### src/rtl/fork_finger_dispatcher_if.sv
// fork_finger_dispatcher_if
//   Bundles the arm-side phit handshake and the per-finger output lanes of
//   the fork stage into one interface.
//   Ports (signals):
//     arm_data_in / arm_sent_req_in / arm_new_in / arm_vc_no_in : incoming phit
//     arm_ready_out                                           : arm-side ready
//     fingers_data_out / fingers_vc_no_out                    : packed lane heads
//     fingers_sent_req_out / fingers_new_out                  : lane valid / header flag
//     fingers_ready_in                                        : lane ready
//   Modports: master = arm-side driver / finger sink, slave = the fork stage.
interface fork_finger_dispatcher_if #(
  parameter int no_fingers              = 6,
  parameter int floorplusone_log2_no_vc = 4,
  parameter int phit_size               = 16
);
  logic [phit_size-1:0]                          arm_data_in;
  logic                                          arm_sent_req_in;
  logic                                          arm_new_in;
  logic [floorplusone_log2_no_vc-1:0]            arm_vc_no_in;
  logic                                          arm_ready_out;
  logic [no_fingers*phit_size-1:0]               fingers_data_out;
  logic [no_fingers-1:0]                         fingers_sent_req_out;
  logic [no_fingers-1:0]                         fingers_new_out;
  logic [no_fingers*floorplusone_log2_no_vc-1:0] fingers_vc_no_out;
  logic [no_fingers-1:0]                         fingers_ready_in;

  modport master (
    output arm_data_in, arm_sent_req_in, arm_new_in, arm_vc_no_in, fingers_ready_in,
    input  arm_ready_out, fingers_data_out, fingers_sent_req_out, fingers_new_out,
           fingers_vc_no_out
  );

  modport slave (
    input  arm_data_in, arm_sent_req_in, arm_new_in, arm_vc_no_in, fingers_ready_in,
    output arm_ready_out, fingers_data_out, fingers_sent_req_out, fingers_new_out,
           fingers_vc_no_out
  );
endinterface

### src/rtl/fork_finger_dispatcher.sv
// fork_finger_dispatcher
//   Fork stage: steers each arm-side packet to one finger lane, decoded from
//   the header phit, through a per-finger FIFO. The destination is locked
//   for the whole packet (wormhole). Packets with an unroutable header and
//   stray body phits are discarded and counted in a saturating counter.
//   Optional feature macro: FORK_BROADCAST_EN -- an all-ones destination
//   field broadcasts the packet to every finger (state BCAST).
//   Ports:
//     clk      : clock, rising edge
//     rs       : synchronous active-low reset
//     bus      : fork_finger_dispatcher_if.slave (arm input, finger outputs)
//     drop_cnt : number of discarded packets, saturates at 255
//     busy     : FSM not idle or any FIFO holds data
module fork_finger_dispatcher #(
  parameter int no_fingers                   = 6,
  parameter int floorplusone_log2_no_fingers = 3,
  parameter int no_vc                        = 13,
  parameter int floorplusone_log2_no_vc      = 4,
  parameter int flit_size                    = 4,
  parameter int floorplusone_log2_flit_size  = 3,
  parameter int phit_size                    = 16,
  parameter int buf_size                     = 4,
  parameter int floorplusone_log2_buf_size   = 3,
  parameter int addr_place_in_header         = 0
) (
  input  logic                          clk,
  input  logic                          rs,
  fork_finger_dispatcher_if.slave       bus,
  output logic [7:0]                    drop_cnt,
  output logic                          busy
);
  localparam int FW = floorplusone_log2_no_fingers;
  localparam int VW = floorplusone_log2_no_vc;
  localparam int CW = floorplusone_log2_flit_size;
  localparam int BW = floorplusone_log2_buf_size;
  localparam int AW = (buf_size > 1) ? $clog2(buf_size) : 1;
  localparam int EW = 1 + VW + phit_size;

  if (flit_size < 1) begin : g_bad_flit
    $error("flit_size must be at least 1");
  end
  if (buf_size < 2) begin : g_bad_buf
    $error("buf_size must be at least 2");
  end
  if ((1 << VW) < no_vc) begin : g_bad_vc
    $error("floorplusone_log2_no_vc too narrow for no_vc");
  end

  typedef enum logic [1:0] {
    IDLE,
    FWD,
    DROP
`ifdef FORK_BROADCAST_EN
    , BCAST
`endif
  } state_t;

  function automatic logic [7:0] sat_inc8(input logic [7:0] v);
    return (v == 8'hFF) ? v : v + 8'd1;
  endfunction

  // Selects full[idx] without reading past the lane count for invalid idx.
  function automatic logic full_at(input logic [FW-1:0] idx,
                                   input logic [no_fingers-1:0] fv);
    logic r;
    r = 1'b0;
    for (int f = 0; f < no_fingers; f++)
      if (idx == FW'(f)) r = fv[f];
    return r;
  endfunction

  state_t          state, state_n;
  logic [CW-1:0]   cnt, cnt_n;
  logic [FW-1:0]   dest_q, dest_n;

  logic [EW-1:0]   mem   [no_fingers][buf_size];
  logic [BW-1:0]   count [no_fingers];
  logic [AW-1:0]   widx  [no_fingers];
  logic [no_fingers-1:0] full, nonempty, push, pop;

  logic [FW-1:0]   d, tgt;
  logic            d_valid;
`ifdef FORK_BROADCAST_EN
  logic            d_bcast;
`endif
  logic            rdy, xfer;
  logic            push_en, push_bc, hdr, drop_inc;
  logic [EW-1:0]   entry;

  assign d       = bus.arm_data_in[addr_place_in_header +: FW];
  assign d_valid = {1'b0, d} < (FW+1)'(no_fingers);
`ifdef FORK_BROADCAST_EN
  assign d_bcast = &d;
`endif

  // Arm-side ready: header decode in IDLE, locked lane state otherwise.
  // Only registered FIFO counts feed this, so finger ready never reaches it.
  always_comb begin
    rdy = 1'b1;
    case (state)
      IDLE: begin
        if (bus.arm_new_in) begin
`ifdef FORK_BROADCAST_EN
          if (d_bcast) rdy = ~|full;
          else
`endif
          if (d_valid) rdy = !full_at(d, full);
        end
      end
      FWD:     rdy = !full_at(dest_q, full);
`ifdef FORK_BROADCAST_EN
      BCAST:   rdy = ~|full;
`endif
      default: rdy = 1'b1;
    endcase
  end

  assign bus.arm_ready_out = rs & rdy;
  assign xfer              = bus.arm_sent_req_in & bus.arm_ready_out;

  // Next-state / push / drop decisions
  always_comb begin
    state_n  = state;
    cnt_n    = cnt;
    dest_n   = dest_q;
    push_en  = 1'b0;
    push_bc  = 1'b0;
    hdr      = 1'b0;
    drop_inc = 1'b0;
    if (xfer) begin
      case (state)
        IDLE: begin
          if (!bus.arm_new_in) begin
            drop_inc = 1'b1;
          end
`ifdef FORK_BROADCAST_EN
          else if (d_bcast) begin
            push_bc = 1'b1;
            hdr     = 1'b1;
            if (flit_size > 1) begin
              state_n = BCAST;
              cnt_n   = CW'(1);
            end
          end
`endif
          else if (d_valid) begin
            push_en = 1'b1;
            hdr     = 1'b1;
            dest_n  = d;
            if (flit_size > 1) begin
              state_n = FWD;
              cnt_n   = CW'(1);
            end
          end else begin
            drop_inc = 1'b1;
            if (flit_size > 1) begin
              state_n = DROP;
              cnt_n   = CW'(1);
            end
          end
        end
        default: begin
          if (state == FWD) push_en = 1'b1;
`ifdef FORK_BROADCAST_EN
          if (state == BCAST) push_bc = 1'b1;
`endif
          if (cnt == CW'(flit_size - 1)) begin
            state_n = IDLE;
            cnt_n   = '0;
          end else begin
            cnt_n = cnt + CW'(1);
          end
        end
      endcase
    end
  end

  always_ff @(posedge clk) begin
    if (!rs) begin
      state    <= IDLE;
      cnt      <= '0;
      dest_q   <= '0;
      drop_cnt <= '0;
    end else begin
      state  <= state_n;
      cnt    <= cnt_n;
      dest_q <= dest_n;
      if (drop_inc) drop_cnt <= sat_inc8(drop_cnt);
    end
  end

  // Per-finger push/pop decode
  assign tgt   = (state == IDLE) ? d : dest_q;
  assign entry = {hdr, bus.arm_vc_no_in, bus.arm_data_in};

  always_comb begin
    for (int f = 0; f < no_fingers; f++) begin
      full[f]     = (count[f] == BW'(buf_size));
      nonempty[f] = (count[f] != '0);
      pop[f]      = nonempty[f] & bus.fingers_ready_in[f];
      push[f]     = push_bc | (push_en & (tgt == FW'(f)));
      widx[f]     = pop[f] ? AW'(count[f] - BW'(1)) : AW'(count[f]);
    end
  end

  // Shift FIFOs: slot 0 is the head; vacated slots are cleared so an empty
  // lane presents zeros on its outputs.
  always_ff @(posedge clk) begin
    for (int f = 0; f < no_fingers; f++) begin
      if (!rs) begin
        count[f] <= '0;
        for (int k = 0; k < buf_size; k++) mem[f][k] <= '0;
      end else begin
        if (pop[f]) begin
          for (int k = 0; k < buf_size - 1; k++) mem[f][k] <= mem[f][k+1];
          mem[f][buf_size-1] <= '0;
        end
        if (push[f]) mem[f][widx[f]] <= entry;
        count[f] <= count[f] + BW'(push[f]) - BW'(pop[f]);
      end
    end
  end

  // Finger outputs straight from the head slots
  for (genvar f = 0; f < no_fingers; f++) begin : g_out
    assign bus.fingers_data_out[f*phit_size +: phit_size] = mem[f][0][phit_size-1:0];
    assign bus.fingers_vc_no_out[f*VW +: VW]              = mem[f][0][phit_size +: VW];
    assign bus.fingers_new_out[f]                         = mem[f][0][EW-1];
    assign bus.fingers_sent_req_out[f]                    = nonempty[f];
  end

  assign busy = (state != IDLE) | (|nonempty);
endmodule

### src/flat_wrapper.sv
// flat-port wrapper written by rule: the top's interface ports become plain ports
module fork_finger_dispatcher_flat 
#(
  parameter int no_fingers                   = 6,
  parameter int floorplusone_log2_no_fingers = 3,
  parameter int no_vc                        = 13,
  parameter int floorplusone_log2_no_vc      = 4,
  parameter int flit_size                    = 4,
  parameter int floorplusone_log2_flit_size  = 3,
  parameter int phit_size                    = 16,
  parameter int buf_size                     = 4,
  parameter int floorplusone_log2_buf_size   = 3,
  parameter int addr_place_in_header         = 0
)
  (clk, rs, drop_cnt, busy, bus_arm_data_in, bus_arm_sent_req_in, bus_arm_new_in, bus_arm_vc_no_in, bus_fingers_ready_in, bus_arm_ready_out, bus_fingers_data_out, bus_fingers_sent_req_out, bus_fingers_new_out, bus_fingers_vc_no_out);
  fork_finger_dispatcher_if #(.no_fingers(no_fingers), .floorplusone_log2_no_vc(floorplusone_log2_no_vc), .phit_size(phit_size)) bus_i ();
  input  logic clk;
  input  logic rs;
  output logic [7:0] drop_cnt;
  output logic busy;
  input wire logic [$bits(bus_i.arm_data_in)-1:0] bus_arm_data_in;
  input wire logic [$bits(bus_i.arm_sent_req_in)-1:0] bus_arm_sent_req_in;
  input wire logic [$bits(bus_i.arm_new_in)-1:0] bus_arm_new_in;
  input wire logic [$bits(bus_i.arm_vc_no_in)-1:0] bus_arm_vc_no_in;
  input wire logic [$bits(bus_i.fingers_ready_in)-1:0] bus_fingers_ready_in;
  output wire logic [$bits(bus_i.arm_ready_out)-1:0] bus_arm_ready_out;
  output wire logic [$bits(bus_i.fingers_data_out)-1:0] bus_fingers_data_out;
  output wire logic [$bits(bus_i.fingers_sent_req_out)-1:0] bus_fingers_sent_req_out;
  output wire logic [$bits(bus_i.fingers_new_out)-1:0] bus_fingers_new_out;
  output wire logic [$bits(bus_i.fingers_vc_no_out)-1:0] bus_fingers_vc_no_out;
  assign bus_i.arm_data_in = bus_arm_data_in;
  assign bus_i.arm_sent_req_in = bus_arm_sent_req_in;
  assign bus_i.arm_new_in = bus_arm_new_in;
  assign bus_i.arm_vc_no_in = bus_arm_vc_no_in;
  assign bus_i.fingers_ready_in = bus_fingers_ready_in;
  assign bus_arm_ready_out = bus_i.arm_ready_out;
  assign bus_fingers_data_out = bus_i.fingers_data_out;
  assign bus_fingers_sent_req_out = bus_i.fingers_sent_req_out;
  assign bus_fingers_new_out = bus_i.fingers_new_out;
  assign bus_fingers_vc_no_out = bus_i.fingers_vc_no_out;
  fork_finger_dispatcher #(.no_fingers(no_fingers), .floorplusone_log2_no_fingers(floorplusone_log2_no_fingers), .no_vc(no_vc), .floorplusone_log2_no_vc(floorplusone_log2_no_vc), .flit_size(flit_size), .floorplusone_log2_flit_size(floorplusone_log2_flit_size), .phit_size(phit_size), .buf_size(buf_size), .floorplusone_log2_buf_size(floorplusone_log2_buf_size), .addr_place_in_header(addr_place_in_header)) u_core (.clk(clk), .rs(rs), .bus(bus_i), .drop_cnt(drop_cnt), .busy(busy));
endmodule
### config.mk
export PLATFORM = sky130hd
export DESIGN_NAME = fork_finger_dispatcher_flat
export DESIGN_NICKNAME = d
export VERILOG_FILES = /design/src/rtl/fork_finger_dispatcher_if.sv /design/src/rtl/fork_finger_dispatcher.sv /design/src/flat_wrapper.sv
export SDC_FILE = /design/constraint.sdc
export NUM_CORES = 1
export LEC_CHECK = 0
export CORE_ASPECT_RATIO = 1.1
export CORE_UTILIZATION = 50
export DETAILED_ROUTE_END_ITERATION = 12
export GPL_TIMING_DRIVEN = 0
export HOLD_SLACK_MARGIN = 0.02
export PLACE_DENSITY = 0.69
export SYNTH_ARGS = -nofsm -noshare
export SYNTH_HDL_FRONTEND = slang
export SYNTH_SLANG_ARGS = --single-unit
### constraint.sdc
create_clock -name clk -period 9.7 [get_ports clk]
set_input_delay 1.455 -clock clk [delete_from_list [all_inputs] [get_ports clk]]
set_output_delay 1.455 -clock clk [all_outputs]
set_load 0.005 [all_outputs]
==> flow_summary.json <==
{
  "period_needed_ns": 6.54,
  "synth_area_per_cell_um2": 11.4,
  "floorplan.die.height_um": 240,
  "cts_htree_levels": 2,
  "detail-route-antenna-nets": 0,
  "netlist.top_cell.by_area": "sky130_fd_sc_hd__edfxtp_1",
  "synth-simple-area-share_pct": 16.2,
  "antenna_found_initial": 4,
  "multi_input_comb_area_um2": 7990,
  "slew_at_the_pin_closest_to_its_max_slew_limit_ns": 1.41,
  "period_utilization_pct": 67.4,
  "post-dp-hpwl_um": 48100,
  "hp-class": "reg2reg",
  "synth_warnings": 0,
  "sum_of_routed_wire_length_over_all_layers_um": 71500,
  "cts-hold-fix-buffers": 0,
  "critical_path_arrival_ns": 5.09,
  "first_global_vias": 16900,
  "num_vias": 17800,
  "mux_contribution_to_synthesized_area_pct": 5.90,
  "slew_hr_pct": 5.93,
  "die_area_um2": 52300,
  "synthCells": 2254,
  "floorplan.initialDensity_pct": 51.0,
  "cts_setup_buffers": 0,
  "gpl.final_weighted_congestion": 0.935,
  "yosys_register_bits": 538,
  "path_buf_inv": 4,
  "synth_top_family_by_area": "simple AND/OR/NAND/NOR gates",
  "first_pass_iters": 6,
  "cts_buffer_depth": 3,
  "max_cap_viol_count": 0,
  "drcViolationCount": 0,
  "layout_cell_share_with_drive_strength_beyond_1_pct": 13.0,
  "netlist.area_leader.share_pct": 58.9,
  "core-area_um2": 50400,
  "setup_viol": 0,
  "vdd_drop_max_v": 0.000126,
  "synth_enable_flop_cells": 504,
  "post_synthesis_net_count": 2310,
  "num_rows": 86,
  "synth_xor_xnor_area_share_pct": 0.580,
  "synthTopCellsByArea": "sky130_fd_sc_hd__edfxtp_1 (59%), sky130_fd_sc_hd__nand2_1 (8.3%), sky130_fd_sc_hd__mux2i_1 (5.8%), sky130_fd_sc_hd__o21ai_0 (4.3%), sky130_fd_sc_hd__buf_4 (3.9%)",
  "critical_setup_path_kind": "in2out",
  "area_delta_synth_final_pct": 16.4,
  "post_synth_num_cell_types": 67,
  "required_ns": 8.25,
  "clk_root_buffer_cell": "sky130_fd_sc_hd__clkbuf_16",
  "place.port_buffers": 170,
  "number_of_filler_cells_placed_in_the_layout": 4122,
  "tritoncts.num_buffers": 52,
  "area_share_of_fa_ha_maj_cells_after_synthesis_pct": 1.44,
  "drt-vias-per-instance": 5.61,
  "path_max_fanout": 10,
  "first_iter_violations": 2151,
  "run_status": "complete, no violations",
  "grt_start_max_net_pins": 22,
  "synth_flop_cell": "sky130_fd_sc_hd__edfxtp_1",
  "cts_tree": "yes",
  "clock-sinks": 538,
  "synth_area_um2": 25700,
  "cts_repair_resize_count": 0,
  "num-nets-final": 2534,
  "post_layout_nonfiller_instances": 3178,
  "path_common_cell": "sky130_fd_sc_hd__clkdlybuf4s50_1",
  "setup-tns-final_ns": 0,
  "groute.usage.overall_pct": 27.7,
  "grt_first_pass_wirelength_um": 105000,
  "max_freq_mhz": 153,
  "sort_of_element_at_the_start_of_the_critical_path": "input port",
  "synth_async_sr_flop_share_pct": 0,
  "ff2ff_setup_slack_ns": 5.71,
  "grt_setup_unrepaired": "false",
  "crit_path_cell_trace": "clkdlybuf4s50_1, nand3b_1, a21oi_1, or4_1, buf_4, nand2_1, clkbuf_1, o21a_1, clkdlybuf4s50_1",
  "grt_remaining_overflow": 0,
  "timing.critical_path.slowest_cell_delay_ns": 1.02,
  "dieWidth_um": 218,
  "pwr_density_cell_nw_per_um2": 244,
  "critical_path.endpoint_type": "primary output",
  "clk_pin_slew_ns": 0.06,
  "timing.final.max_slew_violations": 0,
  "numPlacedInstances": 3084,
  "clk_latency_ns": 0.61,
  "timing.critical_path.max_delay_family": "buffers and inverters",
  "timing_hold_violations_final": 0,
  "synth_area_in_compound_gates_pct": 6.97,
  "critical-path-slowest-cell": "sky130_fd_sc_hd__clkbuf_1",
  "static_leakage_nw": 10.8,
  "num_io_pins": 172,
  "synth-seq-area-share_pct": 61.6,
  "wl_per_cell_um": 22.5,
  "register_area_um2": 15800,
  "timing.clock.skew_ns": 0.0156
}
-- path summary, 6_finish.rpt --
kind | start | endpoint | depth (start not counted)
setup / recovery | bus_arm_data_in[0] | bus_arm_ready_out | 9
hold / removal | u_core.cnt[2]$_SDFFE_PN0P_ | u_core.cnt[2]$_SDFFE_PN0P_ | 1
setup reg to reg | u_core.state[1]$_SDFFE_PN0P_ | u_core.mem[4][75]$_SDFFCE_PN0P_ | 6
hold reg to reg | u_core.cnt[2]$_SDFFE_PN0P_ | u_core.cnt[2]$_SDFFE_PN0P_ | 1
-- kinds of logic (layout without fill, tap and decap cells) --
kind of cell / after synthesis / after routing
buffers and inverters: 334 / 597
AND/OR/NAND/NOR: 891 / 891
AO/OA/AOI/OAI: 298 / 298
XOR/XNOR: 17 / 17
other: 0 / 1
flip-flops: 538 / 538
adder cells (fa/ha/maj): 26 / 26
multiplexers: 150 / 150
-- through the flow --
| stage | worst slack, ns | hold WS (ns) | instance area, um^2 | power, mW | utilization [%] |
|---|---|---|---|---|---|
| after floorplan | 5.13 | 0.445 | 25700 | 4.51 | - |
| after global routing | 3.21 | 0.492 | 29900 | 7.59 | 59.4 |
| final | 3.16 | 0.469 | 29900 | 7.29 | 59.4 |
| after global placement | 3.35 | 0.456 | 28200 | 5.23 | 56.0 |
| after CTS | 3.31 | 0.467 | 29900 | 7.29 | 59.4 |
| after detailed placement | 3.32 | 0.459 | 28200 | 5.28 | 56.0 |
-- flip-flops by register name, indices dropped and copies added (netlist names) --
signal	count
u_core.drop_cnt	8
u_core.mem	504
u_core.count	18
u_core.state	2
u_core.cnt	3
u_core.dest_q	3
-- cell usage after synthesis, types with 6 or more instances --
cell type	instances
sky130_fd_sc_hd__fa_1	6
sky130_fd_sc_hd__nor3_1	49
sky130_fd_sc_hd__nand2b_1	30
sky130_fd_sc_hd__edfxtp_1	504
sky130_fd_sc_hd__o21ai_2	21
sky130_fd_sc_hd__o21ai_0	220
sky130_fd_sc_hd__nand2_1	567
sky130_fd_sc_hd__xnor2_1	12
sky130_fd_sc_hd__o211ai_1	6
sky130_fd_sc_hd__a211oi_1	6
sky130_fd_sc_hd__clkbuf_1	93
sky130_fd_sc_hd__nor4_4	7
sky130_fd_sc_hd__nand4_1	6
sky130_fd_sc_hd__nor2b_1	11
sky130_fd_sc_hd__buf_2	45
sky130_fd_sc_hd__dfxtp_1	34
sky130_fd_sc_hd__buf_4	132
sky130_fd_sc_hd__ha_1	20
sky130_fd_sc_hd__buf_6	9
sky130_fd_sc_hd__nand2_2	20
sky130_fd_sc_hd__nand3_1	42
sky130_fd_sc_hd__a21oi_1	7
sky130_fd_sc_hd__and3_1	10
sky130_fd_sc_hd__nor2_1	14
sky130_fd_sc_hd__mux2i_1	149
sky130_fd_sc_hd__clkinv_1	19
sky130_fd_sc_hd__and2_1	111
sky130_fd_sc_hd__o21ai_1	7
sky130_fd_sc_hd__inv_1	28
-- cells in the final DEF, fill, tap and decap left out, types with 12 or more instances in the layout --
| master | synthesis | final |
|---|---|---|
| sky130_fd_sc_hd__nand2_1 | 567 | 567 |
| sky130_fd_sc_hd__edfxtp_1 | 504 | 504 |
| sky130_fd_sc_hd__o21ai_0 | 220 | 218 |
| sky130_fd_sc_hd__clkdlybuf4s50_1 | 0 | 170 |
| sky130_fd_sc_hd__mux2i_1 | 149 | 149 |
| sky130_fd_sc_hd__buf_4 | 132 | 132 |
| sky130_fd_sc_hd__and2_1 | 111 | 111 |
| sky130_fd_sc_hd__clkbuf_1 | 93 | 105 |
| sky130_fd_sc_hd__clkbuf_16 | 0 | 54 |
| sky130_fd_sc_hd__nor3_1 | 49 | 49 |
| sky130_fd_sc_hd__buf_2 | 45 | 45 |
| sky130_fd_sc_hd__nand3_1 | 42 | 42 |
| sky130_fd_sc_hd__dfxtp_1 | 34 | 34 |
| sky130_fd_sc_hd__clkinv_1 | 19 | 33 |
| sky130_fd_sc_hd__nand2b_1 | 30 | 30 |
| sky130_fd_sc_hd__inv_1 | 28 | 28 |
| sky130_fd_sc_hd__o21ai_2 | 21 | 23 |
| sky130_fd_sc_hd__nand2_2 | 20 | 20 |
| sky130_fd_sc_hd__ha_1 | 20 | 20 |
| sky130_fd_sc_hd__nor2_1 | 14 | 14 |
| sky130_fd_sc_hd__xnor2_1 | 12 | 12 |
-- layout make-up --
| cell class | instances | share of cell area (%) |
|---|---|---|
| multi-input cells | 1382 | 26.7 |
| inverters | 48 | 0.603 |
| flip-flops and latches | 538 | 52.9 |
| repair buffers | 170 | 5.69 |
| diodes | 1 | 0.00837 |
| clock buffers | 66 | 4.67 |
| well taps | 660 | 2.76 |
| plain buffers | 286 | 5.68 |
| clock inverters | 27 | 0.946 |
-- power by group --
group	switching (mW)	total (mW)	internal, mW
clock	0.858	2.03	1.17
combinational	1.07	1.81	0.747
sequential	0.181	3.44	3.26
-- layer usage --
metal,up-vias,global-route usage [%],routed length (um)
met5,-,0,0
met4,0,17.3,4660
met3,228,5.46,7140
met2,907,42.7,32200
met1,8518,36.0,27600
li1,8178,-,-
Note: power is estimated with default switching activity, not from simulation.
